===== src/rtl/spi_slave_core.sv =====
// spi_slave_core: oversampled SPI slave with RX FIFO, TX holding register and error pulses
module spi_slave_core #(
    parameter int WIDTH       = 8,
    parameter int FIFO_DEPTH  = 4,
    parameter int CPOL        = 0,
    parameter int CPHA        = 0,
    parameter int LSB_FIRST   = 1,
    parameter int SYNC_STAGES = 2
) (
    input  logic                            sys_clk,
    input  logic                            sys_rst_n,
    input  logic                            spi_sclk,
    input  logic                            spi_mosi,
    input  logic                            spi_cs_n,
    output logic                            spi_miso,
    output logic [WIDTH-1:0]                rx_data,
    output logic                            rx_valid,
    input  logic                            rx_ready,
    input  logic [WIDTH-1:0]                tx_data,
    input  logic                            tx_valid,
    output logic                            tx_ready,
    output logic                            frame_err,
    output logic                            overflow,
    output logic                            busy,
    output logic [$clog2(FIFO_DEPTH):0]     fifo_level
);
    localparam int CW = $clog2(WIDTH);
    localparam int AW = $clog2(FIFO_DEPTH);
    localparam int LW = AW + 1;
    localparam logic IDLE_SCLK = CPOL != 0;

    typedef enum logic {S_IDLE, S_ACTIVE} state_t;

    state_t                 r_state, w_state_nxt;
    logic [SYNC_STAGES-1:0] r_sclk_sync, r_mosi_sync, r_cs_sync, r_vld;
    logic                   r_sclk_h, r_cs_h, r_armed;
    logic                   w_sclk, w_mosi, w_cs, w_rise, w_fall, w_lead, w_trail;
    logic                   w_sample, w_shift, w_cs_fall, w_start, w_stop, w_abort, w_samp, w_last;
    logic [CW-1:0]          r_bit_cnt;
    logic [WIDTH-1:0]       r_rx_sh, r_tx_sh, r_hold;
    logic                   r_hold_full, r_done, r_frame_err, r_overflow;
    logic [WIDTH-1:0]       r_mem [FIFO_DEPTH];
    logic [AW-1:0]          r_wr, r_rd;
    logic [LW-1:0]          r_level;
    logic                   w_push, w_pop, w_full, w_acc;

    assign w_sclk    = r_sclk_sync[SYNC_STAGES-1];
    assign w_mosi    = r_mosi_sync[SYNC_STAGES-1];
    assign w_cs      = r_cs_sync[SYNC_STAGES-1];
    assign w_rise    = w_sclk & ~r_sclk_h;
    assign w_fall    = ~w_sclk & r_sclk_h;
    assign w_lead    = (CPOL != 0) ? w_fall : w_rise;
    assign w_trail   = (CPOL != 0) ? w_rise : w_fall;
    assign w_sample  = (CPHA != 0) ? w_trail : w_lead;
    assign w_shift   = (CPHA != 0) ? w_lead : w_trail;
    assign w_cs_fall = ~w_cs & r_cs_h;
    assign w_samp    = (r_state == S_ACTIVE) & ~w_cs & w_sample;
    assign w_last    = r_bit_cnt == CW'(WIDTH - 1);

    assign w_push = r_done;
    assign w_pop  = rx_valid & rx_ready;
    assign w_full = r_level == LW'(FIFO_DEPTH);
    assign w_acc  = w_push & (~w_full | w_pop);

    assign busy       = ~w_cs;
    assign spi_miso   = busy & ((LSB_FIRST != 0) ? r_tx_sh[0] : r_tx_sh[WIDTH-1]);
    assign rx_data    = r_mem[r_rd];
    assign rx_valid   = r_level != '0;
    assign tx_ready   = ~r_hold_full;
    assign frame_err  = r_frame_err;
    assign overflow   = r_overflow;
    assign fifo_level = r_level;

    // Pin synchronisers, edge history, and the arm flag that ignores CS low until a real CS high is seen
    always_ff @(posedge sys_clk) begin
        if (!sys_rst_n) begin
            r_sclk_sync <= {SYNC_STAGES{IDLE_SCLK}};
            r_mosi_sync <= '0;
            r_cs_sync   <= '1;
            r_vld       <= '0;
            r_sclk_h    <= IDLE_SCLK;
            r_cs_h      <= 1'b1;
            r_armed     <= 1'b0;
        end else begin
            r_sclk_sync <= {r_sclk_sync[SYNC_STAGES-2:0], spi_sclk};
            r_mosi_sync <= {r_mosi_sync[SYNC_STAGES-2:0], spi_mosi};
            r_cs_sync   <= {r_cs_sync[SYNC_STAGES-2:0], spi_cs_n};
            r_vld       <= {r_vld[SYNC_STAGES-2:0], 1'b1};
            r_sclk_h    <= w_sclk;
            r_cs_h      <= w_cs;
            r_armed     <= r_armed | (r_vld[SYNC_STAGES-1] & w_cs);
        end
    end

    // Frame state register
    always_ff @(posedge sys_clk) begin
        if (!sys_rst_n) r_state <= S_IDLE;
        else r_state <= w_state_nxt;
    end

    // Frame start on an armed CS fall; leaving ACTIVE mid-word flags a framing error
    always_comb begin
        w_start     = (r_state == S_IDLE) & w_cs_fall & r_armed;
        w_stop      = (r_state == S_ACTIVE) & w_cs;
        w_abort     = w_stop & (r_bit_cnt != '0);
        w_state_nxt = w_start ? S_ACTIVE : w_stop ? S_IDLE : r_state;
    end

    // Bit counter and shifters; the first shift edge of every word is skipped because its bit is already on MISO
    always_ff @(posedge sys_clk) begin
        if (!sys_rst_n) begin
            r_bit_cnt   <= '0;
            r_rx_sh     <= '0;
            r_tx_sh     <= '0;
            r_done      <= 1'b0;
            r_frame_err <= 1'b0;
        end else begin
            r_done      <= w_samp & w_last;
            r_frame_err <= w_abort;
            if (w_start) r_bit_cnt <= '0;
            else if (w_samp) r_bit_cnt <= w_last ? '0 : r_bit_cnt + 1'b1;
            if (w_samp) r_rx_sh <= (LSB_FIRST != 0) ? {w_mosi, r_rx_sh[WIDTH-1:1]} : {r_rx_sh[WIDTH-2:0], w_mosi};
            if (w_start || r_done) r_tx_sh <= r_hold;
            else if ((r_state == S_ACTIVE) && w_shift && (r_bit_cnt != '0)) r_tx_sh <= (LSB_FIRST != 0) ? r_tx_sh >> 1 : r_tx_sh << 1;
        end
    end

    // TX holding register; a load in the same cycle as a transfer lands after it
    always_ff @(posedge sys_clk) begin
        if (!sys_rst_n) begin
            r_hold      <= '0;
            r_hold_full <= 1'b0;
        end else begin
            if (w_start || r_done) begin
                r_hold      <= '0;
                r_hold_full <= 1'b0;
            end
            if (tx_valid && !r_hold_full) begin
                r_hold      <= tx_data;
                r_hold_full <= 1'b1;
            end
        end
    end

    // RX FIFO storage
    always_ff @(posedge sys_clk) begin
        if (w_acc) r_mem[r_wr] <= r_rx_sh;
    end

    // RX FIFO pointers, occupancy and overflow pulse
    always_ff @(posedge sys_clk) begin
        if (!sys_rst_n) begin
            r_wr       <= '0;
            r_rd       <= '0;
            r_level    <= '0;
            r_overflow <= 1'b0;
        end else begin
            r_overflow <= w_push & w_full & ~w_pop;
            if (w_acc) r_wr <= r_wr + 1'b1;
            if (w_pop) r_rd <= r_rd + 1'b1;
            r_level <= r_level + LW'(w_acc) - LW'(w_pop);
        end
    end
endmodule


===== config.mk =====
export PLATFORM = sky130hd
export DESIGN_NAME = spi_slave_core
export DESIGN_NICKNAME = d
export VERILOG_FILES = /design/src/rtl/spi_slave_core.sv
export SDC_FILE = /design/constraint.sdc
export NUM_CORES = 1
export LEC_CHECK = 0
export ABC_CLOCK_PERIOD_IN_PS = 5300
export CAP_MARGIN = 20
export CORE_MARGIN = 4
export CORE_UTILIZATION = 55
export CTS_CLUSTER_SIZE = 24
export DETAILED_ROUTE_END_ITERATION = 12
export GPL_TIMING_DRIVEN = 1
export PLACE_DENSITY = 0.77
export SETUP_SLACK_MARGIN = 0.1
export SLEW_MARGIN = 10
export SYNTH_ARGS = -nofsm -noshare
export SYNTH_HDL_FRONTEND = slang
export SYNTH_SLANG_ARGS = --single-unit

===== constraint.sdc =====
create_clock -name sys_clk -period 5.3 [get_ports sys_clk]
set_clock_uncertainty 0.05 [all_clocks]
set_input_delay 1.06 -clock sys_clk [delete_from_list [all_inputs] [get_ports sys_clk]]
set_output_delay 1.06 -clock sys_clk [all_outputs]
set_load 0.02 [all_outputs]

==> metrics <==
outcome finished clean; die area 7272 um^2; H-tree depth 3; Least-Margin Pin Slew 1.078 ns; PD cells 365.4 nW/um^2; DR WL/cell 14.61 um; slowest stage delay, CP 0.66 ns; CTS Buf Count 9; syn_nets 304; Core Util, Final 66.91%; Reg clk slew, reported paths 0.08 ns; WP buf/inv 1; fin nets 327; die height 85.28 um; CTS tree done; # fillers 429; worst vdd ir 0.2552 mV; final hold slack 0.3691 ns; Initial Util 58.22%; antenna-violating nets left 0; Final Cycle Share 60.99%; final WL 5.538 mm; IO Port Bufs 31; clk buf depth 2; final RePlAce weighted congestion 0.8322; CP Launch Type flip-flop; CP Max Fanout 8; Synth Area per Inst 11.77 um^2; DP HPWL 3.821 mm; synthesized area 3284 um^2; flip-flop and latch count after synthesis 84; CP top delay family flip-flops; CP Capture Type output pin; Yosys top cell area share 31.70%; n_diodes 0; Distinct cells, synth 38; area grow syn2layout 14.93%; gr ovfl total 0; initial DRC count 139; CORE AREA 5642 um^2; CTS root buf clkbuf_8; # hold bufs at CTS 0; Max Cap Violations 0; TritonRoute pass-1 iters 4; sequential area share after synthesis 60.95%; IO Count 32; Slew Limit Fails 0; non-filler instance count after layout 379; clk_lat worst skew 0.34 ns; unrepaired setup endpoints after global routing false; Via Count 2,098; setup_tns 0 ns; layout cell share with drive strength beyond 1 8.795%; post-CTS sizing 0; WS Path Type reg -> out; number of antenna violations at the first check in global routing 0; DRC Markers 0; Critical-path top delay cell dfxtp_1; clock sink total 84; DR vias/cell 5.536; yosys warns 0; Cell Chain, Critical Path mux4_2 -> clkdlybuf4s50_1; vias in the first global route 2,006; Post-Synthesis Cells 279; Rows 27; Final Hold Viols 0; chip width 85.28 um; Lkg Pwr 1.297 nW; Peak Freq 309.3 MHz; # setup viols final 0; HP Class reg -> reg; largest net degree at the start of global routing 34; Synth area leader dfxtp_1; WP data required 4.19 ns; Placed Cells 363; Tot GR Track Use 16.29%; first-pass GRT wire length 9.459 mm; slew margin rel. 28.04%; setup bufs post-CTS 0; WP data arrival 2.12 ns; top post-synthesis cells by area dfxtp_1 32%, edfxtp_1 29%, mux4_2 5.5%; power consumption 1.379 mW; fin crit period 3.233 ns
per-stage QoR:
stage | setup WS, ns | area, um^2
after floorplan | 2.650 | 3284
after global placement | 2.105 | 3598
after detailed placement | 2.042 | 3598
after CTS | 2.002 | 3775
after global routing | 1.916 | 3775
final | 2.067 | 3775
cell usage in the layout (no fill, tap or decap), types with 2 or more instances in the layout:
cell type	instances
dfxtp_1	52
nand2_1	33
edfxtp_1	32
a21oi_1	31
clkdlybuf4s50_1	31
nand4_1	15
inv_1	12
ha_1	9
clkbuf_8	9
mux4_2	8
and2_1	8
nor2_1	7
o31ai_1	7
a311oi_1	7
and3_1	5
nand2b_1	5
nor2b_1	4
clkinvlp_4	4
nand3_1	3
xnor2_1	3
or3_1	2
nand4bb_1	2
flip-flops by register name (all words and copies together) (netlist names), named ones only:
register	count
r_mosi_sync	2
r_tx_sh	8
r_mem	32
r_vld	2
r_hold	8
r_cs_h	1
r_rd	2
r_wr	2
r_armed	1
r_bit_cnt	3
frame_err	1
r_state	1
r_cs_sync	2
r_sclk_sync	2
overflow	1
r_rx_sh	8
fifo_level	3
r_hold_full	1
r_done	1
r_sclk_h	1
cells in the mapped netlist, drive strengths merged:
master and n:
a21oi 31, nor2b 4, a311oi 7, nor2 7, o21ai 2, mux4 8
xor2 1, nand3 3, dfxtp 52, inv 13, clkbuf 7, nor4 1
buf 12, or4b 1, and4bb 1, nand2b 5, and2 9, nor3 1
o22ai 1, fa 1, edfxtp 32, xnor2 3, o31a 1, nand4bb 2
nand2 33, o31ai 7, nor4b 1, o311ai 2, ha 9, or3 2
and3 5, nand4 15
power breakdown:
group / internal, mW / switching, mW / leakage, nW / total, mW
clock: 0.171 / 0.223 / 0.0779 / 0.394
combinational: 0.140 / 0.109 / 0.499 / 0.249
sequential: 0.692 / 0.0432 / 0.720 / 0.736
kinds of logic after synthesis:
family	synth area share, %
mux	5.486
compound gates	9.486
buf+inv	4.114
fa+ha+maj	4.038
xor+xnor	1.067
simple gates	14.86
flops	60.95
worst paths after layout:
path                            from                  endpoint  slack (ns)  cells after the start
max                        flip-flop                rx_data[6]        2.07                      2
min          r_cs_sync[0]$_SDFF_PN1_   r_cs_sync[1]$_SDFF_PN1_        0.37                      1
max reg2reg        r_done$_SDFF_PN0_  fifo_level[2]$_SDFF_PN0_        3.01                      9
min reg2reg  r_cs_sync[0]$_SDFF_PN1_   r_cs_sync[1]$_SDFF_PN1_        0.37                      1
layout make-up:
class / instances / area [um^2] / share of cell area, %
tap: 72 / 90.09 / 2.386
clock inverter: 7 / 52.55 / 1.392
multi-input combinational: 163 / 1147 / 30.39
inverter: 13 / 48.80 / 1.293
timing repair buffer: 31 / 310.3 / 8.220
sequential: 84 / 2002 / 53.03
clock buffer: 9 / 123.9 / 3.281
per-layer routing:
metal	share of wire (%)	vias up	global-route usage, %
li1	-	1059	-
met1	46	999	21.06
met2	49	34	26.34
met3	3.6	6	3.495
met4	1.2	0	7.194
met5	0	-	0
Power figures use the tool's default switching activity.
